===== src/rtl/sfifo_defs.sv =====
// Shared defaults for the SFIFO command path.
// Holds the FIFO geometry defaults, the base-period floor and the tick pulse
// width used by sfifo_core and bp_tick_gen.
package sfifo_defs;

    localparam int unsigned SFIFO_DW_DEF  = 16;
    localparam int unsigned SFIFO_AW_DEF  = 6;
    localparam int unsigned AFULL_TH_DEF  = 56;
    localparam int unsigned BP_W_DEF      = 16;
    localparam int unsigned BP_MIN_PERIOD = 4;
    localparam int unsigned TICK_HI_DEF   = 2;

endpackage


===== src/rtl/bp_tick_gen.sv =====
// Base-period tick generator: reloadable down-counter plus pulse stretcher.
// Ports:
//   clk_i, rst_i    clock, asynchronous active-high reset
//   en_i            enable; low holds the counter at its reload value
//   period_i        period in clocks, floored at BP_MIN_PERIOD, sampled on reload
//   tick_o          registered tick, high for TICK_HI cycles per period
module bp_tick_gen
    import sfifo_defs::*;
#(
    parameter int unsigned BP_W    = BP_W_DEF,
    parameter int unsigned TICK_HI = TICK_HI_DEF
) (
    input  logic            clk_i,
    input  logic            rst_i,
    input  logic            en_i,
    input  logic [BP_W-1:0] period_i,
    output logic            tick_o
);

    localparam int unsigned HW = $clog2(TICK_HI + 1);

    logic [BP_W-1:0] reload_val;
    logic [BP_W-1:0] cnt_q, cnt_d;
    logic [HW-1:0]   hi_q, hi_d;
    logic            tick_q, tick_d;

    // Counter load value is P-1 with P = max(period_i, BP_MIN_PERIOD)
    always_comb begin
        if (period_i < BP_W'(BP_MIN_PERIOD)) begin
            reload_val = BP_W'(BP_MIN_PERIOD - 1);
        end else begin
            reload_val = period_i - BP_W'(1);
        end
    end

    // Next-state: reload on zero and start a pulse; hi_q counts remaining high cycles
    always_comb begin
        cnt_d  = cnt_q;
        hi_d   = hi_q;
        tick_d = 1'b0;
        if (!en_i) begin
            cnt_d  = reload_val;
            hi_d   = '0;
        end else if (cnt_q == '0) begin
            cnt_d  = reload_val;
            hi_d   = HW'(TICK_HI - 1);
            tick_d = 1'b1;
        end else begin
            cnt_d = cnt_q - BP_W'(1);
            if (hi_q != '0) begin
                hi_d   = hi_q - HW'(1);
                tick_d = 1'b1;
            end
        end
    end

    always_ff @(posedge clk_i or posedge rst_i) begin
        if (rst_i) begin
            cnt_q  <= '0;
            hi_q   <= '0;
            tick_q <= 1'b0;
        end else begin
            cnt_q  <= cnt_d;
            hi_q   <= hi_d;
            tick_q <= tick_d;
        end
    end

    assign tick_o = tick_q;

endmodule


===== src/rtl/sfifo_core.sv =====
// Synchronous command FIFO with first-word-fall-through read and BP tick output.
// Optional saturating error counters are built when SFIFO_CORE_ERR_CNT_EN is defined;
// otherwise ovf_cnt_o/udf_cnt_o are tied to 0.
// Ports:
//   wb_clk_i, wb_rst_i      clock, asynchronous active-high reset
//   clr_i                   synchronous flush (wins over same-cycle wr/rd)
//   wr_i, wr_data_i         write strobe and data
//   full_o, afull_o         level == depth, level >= AFULL_TH
//   sfifo_rd_i              pop strobe
//   sfifo_empty_o, sfifo_do empty flag and FWFT head word
//   level_o                 occupancy
//   ovf_o, udf_o            sticky dropped-write / empty-pop flags
//   bp_en_i, bp_period_i    BP tick enable and period
//   sfifo_bp_tick_o         BP tick pulse
//   ovf_cnt_o, udf_cnt_o    saturating error counts (optional)
module sfifo_core
    import sfifo_defs::*;
#(
    parameter int unsigned SFIFO_DW = SFIFO_DW_DEF,
    parameter int unsigned SFIFO_AW = SFIFO_AW_DEF,
    parameter int unsigned AFULL_TH = AFULL_TH_DEF,
    parameter int unsigned BP_W     = BP_W_DEF,
    parameter int unsigned TICK_HI  = TICK_HI_DEF
) (
    input  logic                wb_clk_i,
    input  logic                wb_rst_i,
    input  logic                clr_i,
    input  logic                wr_i,
    input  logic [SFIFO_DW-1:0] wr_data_i,
    output logic                full_o,
    output logic                afull_o,
    input  logic                sfifo_rd_i,
    output logic                sfifo_empty_o,
    output logic [SFIFO_DW-1:0] sfifo_do,
    output logic [SFIFO_AW:0]   level_o,
    output logic                ovf_o,
    output logic                udf_o,
    input  logic                bp_en_i,
    input  logic [BP_W-1:0]     bp_period_i,
    output logic                sfifo_bp_tick_o,
    output logic [7:0]          ovf_cnt_o,
    output logic [7:0]          udf_cnt_o
);

    localparam int unsigned DEPTH = 1 << SFIFO_AW;
    localparam int unsigned LW    = SFIFO_AW + 1;

    logic [SFIFO_DW-1:0] mem_q [DEPTH];
    logic [SFIFO_AW-1:0] wr_ptr_q, wr_ptr_d;
    logic [SFIFO_AW-1:0] rd_ptr_q, rd_ptr_d;
    logic [SFIFO_AW:0]   level_q, level_d;
    logic                full_q, full_d;
    logic                afull_q, afull_d;
    logic                empty_q, empty_d;
    logic                ovf_q, ovf_d;
    logic                udf_q, udf_d;
    logic                rd_acc, wr_acc, wr_drop, rd_empty;

    // Accept decisions; a same-cycle pop frees a slot for a write into a full FIFO
    always_comb begin
        rd_acc   = sfifo_rd_i & ~empty_q & ~clr_i;
        wr_acc   = wr_i & (~full_q | rd_acc) & ~clr_i;
        wr_drop  = wr_i & ~wr_acc & ~clr_i;
        rd_empty = sfifo_rd_i & empty_q & ~clr_i;
    end

    // Pointer, level and flag next-state; flags are registered from level_d
    always_comb begin
        wr_ptr_d = wr_ptr_q;
        rd_ptr_d = rd_ptr_q;
        level_d  = level_q;
        ovf_d    = ovf_q;
        udf_d    = udf_q;
        if (clr_i) begin
            wr_ptr_d = '0;
            rd_ptr_d = '0;
            level_d  = '0;
            ovf_d    = 1'b0;
            udf_d    = 1'b0;
        end else begin
            if (wr_acc) wr_ptr_d = wr_ptr_q + SFIFO_AW'(1);
            if (rd_acc) rd_ptr_d = rd_ptr_q + SFIFO_AW'(1);
            if (wr_acc && !rd_acc) begin
                level_d = level_q + LW'(1);
            end else if (!wr_acc && rd_acc) begin
                level_d = level_q - LW'(1);
            end
            if (wr_drop)  ovf_d = 1'b1;
            if (rd_empty) udf_d = 1'b1;
        end
        full_d  = (level_d == LW'(DEPTH));
        afull_d = (level_d >= LW'(AFULL_TH));
        empty_d = (level_d == '0);
    end

    always_ff @(posedge wb_clk_i or posedge wb_rst_i) begin
        if (wb_rst_i) begin
            wr_ptr_q <= '0;
            rd_ptr_q <= '0;
            level_q  <= '0;
            full_q   <= 1'b0;
            afull_q  <= 1'b0;
            empty_q  <= 1'b1;
            ovf_q    <= 1'b0;
            udf_q    <= 1'b0;
        end else begin
            wr_ptr_q <= wr_ptr_d;
            rd_ptr_q <= rd_ptr_d;
            level_q  <= level_d;
            full_q   <= full_d;
            afull_q  <= afull_d;
            empty_q  <= empty_d;
            ovf_q    <= ovf_d;
            udf_q    <= udf_d;
        end
    end

    // Storage is not reset; head word is read combinationally for FWFT
    always_ff @(posedge wb_clk_i) begin
        if (wr_acc) mem_q[wr_ptr_q] <= wr_data_i;
    end

    assign sfifo_do      = mem_q[rd_ptr_q];
    assign full_o        = full_q;
    assign afull_o       = afull_q;
    assign sfifo_empty_o = empty_q;
    assign level_o       = level_q;
    assign ovf_o         = ovf_q;
    assign udf_o         = udf_q;

`ifdef SFIFO_CORE_ERR_CNT_EN
    logic [7:0] ovf_cnt_q, ovf_cnt_d;
    logic [7:0] udf_cnt_q, udf_cnt_d;

    // Saturating error counters
    always_comb begin
        ovf_cnt_d = ovf_cnt_q;
        udf_cnt_d = udf_cnt_q;
        if (clr_i) begin
            ovf_cnt_d = '0;
            udf_cnt_d = '0;
        end else begin
            if (wr_drop && ovf_cnt_q != 8'hFF)  ovf_cnt_d = ovf_cnt_q + 8'd1;
            if (rd_empty && udf_cnt_q != 8'hFF) udf_cnt_d = udf_cnt_q + 8'd1;
        end
    end

    always_ff @(posedge wb_clk_i or posedge wb_rst_i) begin
        if (wb_rst_i) begin
            ovf_cnt_q <= '0;
            udf_cnt_q <= '0;
        end else begin
            ovf_cnt_q <= ovf_cnt_d;
            udf_cnt_q <= udf_cnt_d;
        end
    end

    assign ovf_cnt_o = ovf_cnt_q;
    assign udf_cnt_o = udf_cnt_q;
`else
    assign ovf_cnt_o = '0;
    assign udf_cnt_o = '0;
`endif

    bp_tick_gen #(
        .BP_W    (BP_W),
        .TICK_HI (TICK_HI)
    ) u_bp_tick_gen (
        .clk_i    (wb_clk_i),
        .rst_i    (wb_rst_i),
        .en_i     (bp_en_i),
        .period_i (bp_period_i),
        .tick_o   (sfifo_bp_tick_o)
    );

endmodule


===== config.mk =====
export PLATFORM = sky130hd
export DESIGN_NAME = sfifo_core
export DESIGN_NICKNAME = d
export VERILOG_FILES = /design/src/rtl/sfifo_defs.sv /design/src/rtl/bp_tick_gen.sv /design/src/rtl/sfifo_core.sv
export SDC_FILE = /design/constraint.sdc
export NUM_CORES = 1
export LEC_CHECK = 0
export CAP_MARGIN = 20
export CORE_MARGIN = 2
export CORE_UTILIZATION = 60
export CTS_CLUSTER_SIZE = 16
export DETAILED_ROUTE_END_ITERATION = 8
export PLACE_DENSITY = 0.77
export SYNTH_ARGS = -nofsm -noshare
export SYNTH_HDL_FRONTEND = slang
export SYNTH_SLANG_ARGS = --single-unit

===== constraint.sdc =====
create_clock -name wb_clk_i -period 3.2 [get_ports wb_clk_i]
set_input_delay 0.96 -clock wb_clk_i [delete_from_list [all_inputs] [get_ports wb_clk_i]]
set_output_delay 0.96 -clock wb_clk_i [all_outputs]
set_load 0.02 [all_outputs]

==> results of run 1 <==
==> final cells by class <==
type,count,area (sq um)
flip-flops and latches,1067,31800
diodes,2,5.00
fillers,3532,17500
inverters,16,60.1
multi-input cells,924,10600
well taps,940,1180
clock inverters,63,601
repair buffers,472,5190
clock buffers,129,2740
==> cells by family (layout without fill, tap and decap cells) <==
logic type                 after synthesis  after routing  share of synthesized area [%]
AOI/OAI and AO/OA                      207            207                           3.56
xor gates and xnor gates                40             40                          0.831
adders and majority gates                7              7                          0.208
buffers and inverters                  144            680                           2.03
DFF                                   1067           1067                           75.5
muxes                                  357            357                           14.5
other                                    1             18                        0.00889
and+or+nand+nor                        297            297                           3.40
==> report_power, final <==
part / internal [mW] / switching [mW] / leakage (nW)
combinational: 1.37 / 1.43 / 5.58
sequential: 15.4 / 0.0723 / 9.76
clock: 6.95 / 5.26 / 1.64
==> registers in the layout, summed over array words and instances, names as in the netlist <==
register / flops
ovf_o: 1
full_o: 1
u_bp_tick_gen.tick_o: 1
afull_o: 1
u_bp_tick_gen.cnt_q: 16
level_o: 7
udf_o: 1
u_bp_tick_gen.hi_q: 2
mem_q: 1024
sfifo_empty_o: 1
wr_ptr_q: 6
rd_ptr_q: 6
==> stage by stage <==
step | hold WS (ns) | total power [mW] | util (%)
floorplan | 0.484 | 17.0 | -
global placement | 0.490 | 17.8 | 66.9
detailed placement | 0.504 | 17.9 | 66.9
CTS | 0.523 | 30.2 | 74.2
global route | 0.569 | 31.1 | 74.9
finish | 0.515 | 30.5 | 74.9
==> critical path: stages (launching register included) <==
cell	delay [ns]
dfrtp_4	0.54
buf_4	0.17
buf_12	0.14
buf_12	0.15
buf_4	0.14
mux4_2	0.35
mux2i_1	0.13
o211ai_1	0.27
o21ai_2	0.21
nor3_4	0.30
buf_2	0.24
==> path summary, 6_finish.rpt <==
check,cells past startpoint,to,slack (ns)
setup / recovery,10,sfifo_do[2],-1.08
min in group asynchronous,2,level_o[6],0.67
hold reg to reg,2,udf_o,0.51
max in group asynchronous,3,u_bp_tick_gen.cnt_q[9],1.86
hold / removal,2,udf_o,0.51
setup reg to reg,7,u_bp_tick_gen.cnt_q[11],0.70
==> placed cells by master (no fill, tap or decap), drive strengths merged, types with 5 or more instances in the layout <==
cell type / synthesis / routed
edfxtp: 1024 / 1024
buf: 93 / 437
mux4: 201 / 201
mux2i: 130 / 130
clkbuf: 35 / 129
nor2: 117 / 117
nand2: 49 / 49
clkinv: 1 / 46
dfrtp: 42 / 42
o22ai: 41 / 41
nor3: 36 / 36
clkdlybuf4s50: 0 / 34
mux2: 26 / 26
xnor2: 24 / 24
o221ai: 24 / 24
nand3: 21 / 21
o21ai: 20 / 20
a211o: 20 / 20
inv: 15 / 19
a21oi: 19 / 19
nor4: 18 / 18
a211oi: 17 / 17
xor2: 16 / 16
conb: 1 / 16
a22oi: 14 / 14
a22o: 11 / 11
bufinv: 0 / 11
nand3b: 9 / 9
nor2b: 9 / 9
ha: 7 / 7
a21boi: 7 / 7
a31oi: 6 / 6
nand2b: 5 / 5
and2: 5 / 5
==> what timing repair did <==
action	4_1_cts	5_1_grt
hold buffers	0	0
cloned	10	0
setup endpoints to repair	16	16
pin swaps	64	43
setup buffers	62	30
resized for setup	281	72
==> metal layers <==
layer | GRT usage (%) | vias to the layer above | part of all wire (%)
met3 | 7.61 | 416 | 12
met2 | 52.2 | 2034 | 48
li1 | - | 9638 | -
met1 | 42.5 | 12500 | 34
met5 | 0 | - | 0.020
met4 | 18.1 | 4 | 5.9
==> results.json, run 1 <==
{
  "status": "complete, but fails checks",
  "dieArea_sq_um": 72400,
  "dpl_worst_slack_ns": -1.09,
  "ys.flop_type": "edfxtp_1",
  "skew_ns": 0.0260,
  "end_kind": "primary output",
  "final_nets": 2628,
  "syn_avg_cell_area_sq_um": 19.9,
  "area_growth_pct": 23.9,
  "port_buffers": 66,
  "ys_seq_area_share_pct": 75.5,
  "wirelength_um": 122000,
  "post-dp-hpwl_um": 65700,
  "die_x_um": 269,
  "drive_gt1_share_pct": 36.1,
  "timing.final.crit_share_pct": 134,
  "crit_type": "flop to primary output",
  "final_area_sq_um": 52200,
  "grt_usage_pct": 32.8,
  "start_util_pct": 60.4,
  "yosysMostFrequentCell": "edfxtp_1",
  "cts_inserted_buffers": 102,
  "dpl_cell_area_sq_um": 46700,
  "power_density_nw_per_um2": 583,
  "crit_path_start": "rd_ptr_q[0]",
  "grt_max_degree": 65,
  "fin_setup_tns_ns": -15.36,
  "synth_common_cells": "edfxtp_1 (1,024), mux4_2 (201), mux2i_1 (130)",
  "grt_overflow": 0,
  "crit_required_ns": 2.24,
  "gp_congestion": 0.870,
  "htreeDepth": 3,
  "syn_inst": 2120,
  "synthTopCellsByArea": "edfxtp_1 (73%), mux4_2 (11%), mux2i_1 (3.1%)",
  "netlist_area_sq_um": 42200,
  "routedWlPerCell_um": 33.8,
  "finalHoldViolCount": 0,
  "r2r-start": "u_bp_tick_gen.cnt_q[0]",
  "synth_edf_count": 1024,
  "drtAntennaViolNets": 0,
  "cts_tree": "built",
  "cp.arrival_ns": 3.32,
  "yosysTopAreaCellShare_pct": 72.9,
  "clkSinkCount": 1067,
  "finalMaxSlewViolations": 0,
  "async_reset_ff_share_pct": 4.03,
  "setup_violations": 16,
  "hold_path.class": "flop to flop",
  "antenna_found_initial": 5,
  "die_height_um": 269,
  "start_kind": "flop",
  "failed_checks": "setup timing",
  "rsz0062_at_grt": "yes",
  "core_area_sq_um": 69800,
  "dr.pass1.iters": 5,
  "min-delay-start": "udf_o",
  "synth_top_cell_by_area": "edfxtp_1",
  "power_leakage_nw": 17.0,
  "crit_fanout": 12,
  "finalCriticalPeriod_ns": 4.28,
  "clock_path_buffers": 3,
  "dp.cells": 3336,
  "drc": 0,
  "max_freq_ghz": 0.234,
  "num_rows": 97,
  "vias": 24600,
  "worstMarginPinSlew_ns": 0.915,
  "yosysWarnings": 0,
  "layout.cells.non_filler": 3613,
  "relSlewSlack_pct": 39.0,
  "maxCapViolations": 0,
  "insertion_delay_ns": 0.68,
  "ys_types": 68,
  "setup_slack_ns": -1.08,
  "cts-root-buf": "clkbuf_16",
  "synth.ff_latch_count": 1067,
  "grt_pass1_wl_um": 171000,
  "drt_iter0_drc": 3778,
  "post_drt_via_cell_ratio": 6.81,
  "ir_worst_vdd_mv": 0.433,
  "clk_pin_slew_ns": 0.06,
  "grt_pass1_vias": 25000,
  "ios": 83
}
Note: power is estimated with default switching activity, not from simulation.
==> inputs of run 2 (changes only) <==
--- a/config.mk
+++ b/config.mk
@@ -11,6 +11,8 @@
 export CTS_CLUSTER_SIZE = 16
 export DETAILED_ROUTE_END_ITERATION = 8
 export PLACE_DENSITY = 0.77
+export SKIP_CTS_REPAIR_TIMING = 1
 export SYNTH_ARGS = -nofsm -noshare
 export SYNTH_HDL_FRONTEND = slang
+export SYNTH_HIERARCHICAL = 1
 export SYNTH_SLANG_ARGS = --single-unit
==> results.json, run 2 <==
{
  "status": "complete, but fails checks",
  "failed_checks": "setup timing",
  "htreeDepth": 3,
  "async_reset_ff_share_pct": 4.03,
  "ys_types": 68,
  "clockPowerShare_pct": 36.0,
  "area_growth_pct": 20.4,
  "clk_pin_slew_ns": 0.06,
  "sw_frac_of_total_pct": 24.0,
  "rsz0062_at_grt": "yes",
  "power_frac_seq_pct": 47.7,
  "wirelength_um": 113000,
  "dr.pass1.iters": 6,
  "post_drt_via_cell_ratio": 6.74,
  "start_kind": "flop",
  "cts_tree": "built",
  "die_x_um": 269,
  "ys_seq_area_share_pct": 75.6,
  "grt_overflow": 0,
  "final_util_pct": 72.6,
  "layout.cells.non_filler": 3388,
  "power_density_nw_per_um2": 642,
  "drive_gt1_share_pct": 34.4,
  "cp.arrival_ns": 3.43,
  "dpl_cell_area_sq_um": 46400,
  "ios": 83,
  "final_nets": 2421,
  "port_buffers": 66,
  "final_common_cell": "edfxtp_1",
  "fin_setup_tns_ns": -17.09,
  "syn_inst": 1997,
  "hold_slack_ns": 0.531,
  "num_rows": 97,
  "yosysWarnings": 6,
  "gp_congestion": 0.935,
  "drt_iter0_drc": 3281,
  "crit_type": "flop to primary output",
  "synth.ff_latch_count": 1067,
  "grt_pass1_wl_um": 154000,
  "power_frac_comb_pct": 16.3,
  "ys.flop_type": "edfxtp_1",
  "finalMaxSlewViolations": 0,
  "synth_edf_count": 1024,
  "seqCellArea_sq_um": 31800,
  "timing.final.crit_share_pct": 137,
  "final_cell_mix": "edfxtp_1 (1,024), mux4_2 (269), buf_4 (194), clkbuf_16 (112), nor2_1 (109)",
  "regMostFlops": "mem_q",
  "finalCriticalPeriod_ns": 4.39,
  "yosysMostFrequentCell": "edfxtp_1",
  "synth_top_cell_by_area": "edfxtp_1",
  "skew_ns": 0.0467,
  "netlist_area_sq_um": 42100,
  "cts-root-buf": "clkbuf_16",
  "grt_usage_pct": 30.2,
  "max_freq_ghz": 0.228,
  "grt_max_degree": 65,
  "cts_inserted_buffers": 103,
  "antenna_found_initial": 1,
  "power.total_mw": 32.5,
  "synthTopCellsByArea": "edfxtp_1 (73%), mux4_2 (14%), dfrtp_1 (2.5%)",
  "insertion_delay_ns": 0.68,
  "synth_common_cells": "edfxtp_1 (1,024), mux4_2 (269), nor2_1 (112)",
  "setup_violations": 16,
  "grt_pass1_vias": 22800,
  "crit_required_ns": 2.24,
  "yosysTopAreaCellShare_pct": 73.0,
  "dp.cells": 3173,
  "crit_fanout": 8,
  "ir_worst_vdd_mv": 0.477,
  "post-dp-hpwl_um": 63900,
  "maxCapViolations": 0,
  "routedWlPerCell_um": 33.2,
  "drtAntennaViolNets": 0,
  "fill_cells": 3714,
  "dpl_worst_slack_ns": -1.13,
  "die_height_um": 269,
  "power_leakage_nw": 16.2,
  "largest_reg_flops": 1024,
  "multiInputGateArea_sq_um": 10000,
  "drc": 0,
  "relSlewSlack_pct": 34.4,
  "diodes": 0,
  "setup_slack_ns": -1.19,
  "clock_path_buffers": 3,
  "p_int_mw": 24.7,
  "core_area_sq_um": 69800,
  "finalHoldViolCount": 0,
  "end_kind": "primary output",
  "vias": 22800,
  "start_util_pct": 60.3,
  "clkSinkCount": 1067,
  "dieArea_sq_um": 72300,
  "hold_path.class": "flop to flop",
  "worstMarginPinSlew_ns": 0.982,
  "final_area_sq_um": 50700,
  "p_switching_mw": 7.82,
  "syn_avg_cell_area_sq_um": 21.1
}
==> run 2: power by group through the flow <==
stage	Clock [mW]	Sequential, mW	Combinational [mW]
3_3_place_gp	0	15.8	4.38
3_5_place_dp	0	15.8	4.50
5_1_grt	12.2	15.5	5.50
6_report	11.7	15.5	5.29
4_1_cts	11.7	15.5	4.59
2_1_floorplan	0	15.8	2.87
==> run 2: logic make-up after synthesis <==
group,synth area share (%)
flops,75.6
mux,15.5
simple gates,3.11
compound gates,2.95
buf+inv,1.85
xor+xnor,0.770
fa+ha+maj,0.238
other cells,0.00891
==> run 2: path summary, 6_finish.rpt <==
kind                                from                      to  slack, ns  cells past startpoint
setup / recovery             rd_ptr_q[0]            sfifo_do[15]      -1.19                     11
hold / removal                     ovf_o                   ovf_o       0.53                      2
setup reg to reg           sfifo_empty_o           sfifo_empty_o       0.91                      7
hold reg to reg                    ovf_o                   ovf_o       0.53                      2
max in group asynchronous       wb_rst_i  u_bp_tick_gen/cnt_q[8]       1.92                      2
min in group asynchronous       wb_rst_i             rd_ptr_q[4]       0.75                      3
==> run 2: layout make-up <==
type | instances | share of cell area (%)
Sequential cell | 1067 | 62.8
Tap cell | 940 | 2.32
Clock inverter | 44 | 0.892
Timing Repair Buffer | 379 | 8.72
Multi-Input combinational cell | 811 | 19.8
Clock buffer | 134 | 5.36
Inverter | 13 | 0.0963
==> run 2: layer usage <==
metal	vias up	wire (um)	track usage (%)
li1	9039	-	-
met1	11900	39400	40.3
met2	1631	55900	49.3
met3	279	12400	7.07
met4	0	4890	11.4
met5	-	0	0
==> run 2: critical path, cell delays in order (launching register included) <==
cell	delay (ns)
dfrtp_4	0.54
clkbuf_16	0.19
buf_4	0.15
mux4_2	0.33
nor2b_1	0.26
a211oi_1	0.09
buf_4	0.16
a221oi_4	0.30
buf_4	0.21
nand3b_1	0.18
o21ai_2	0.14
clkbuf_2	0.20
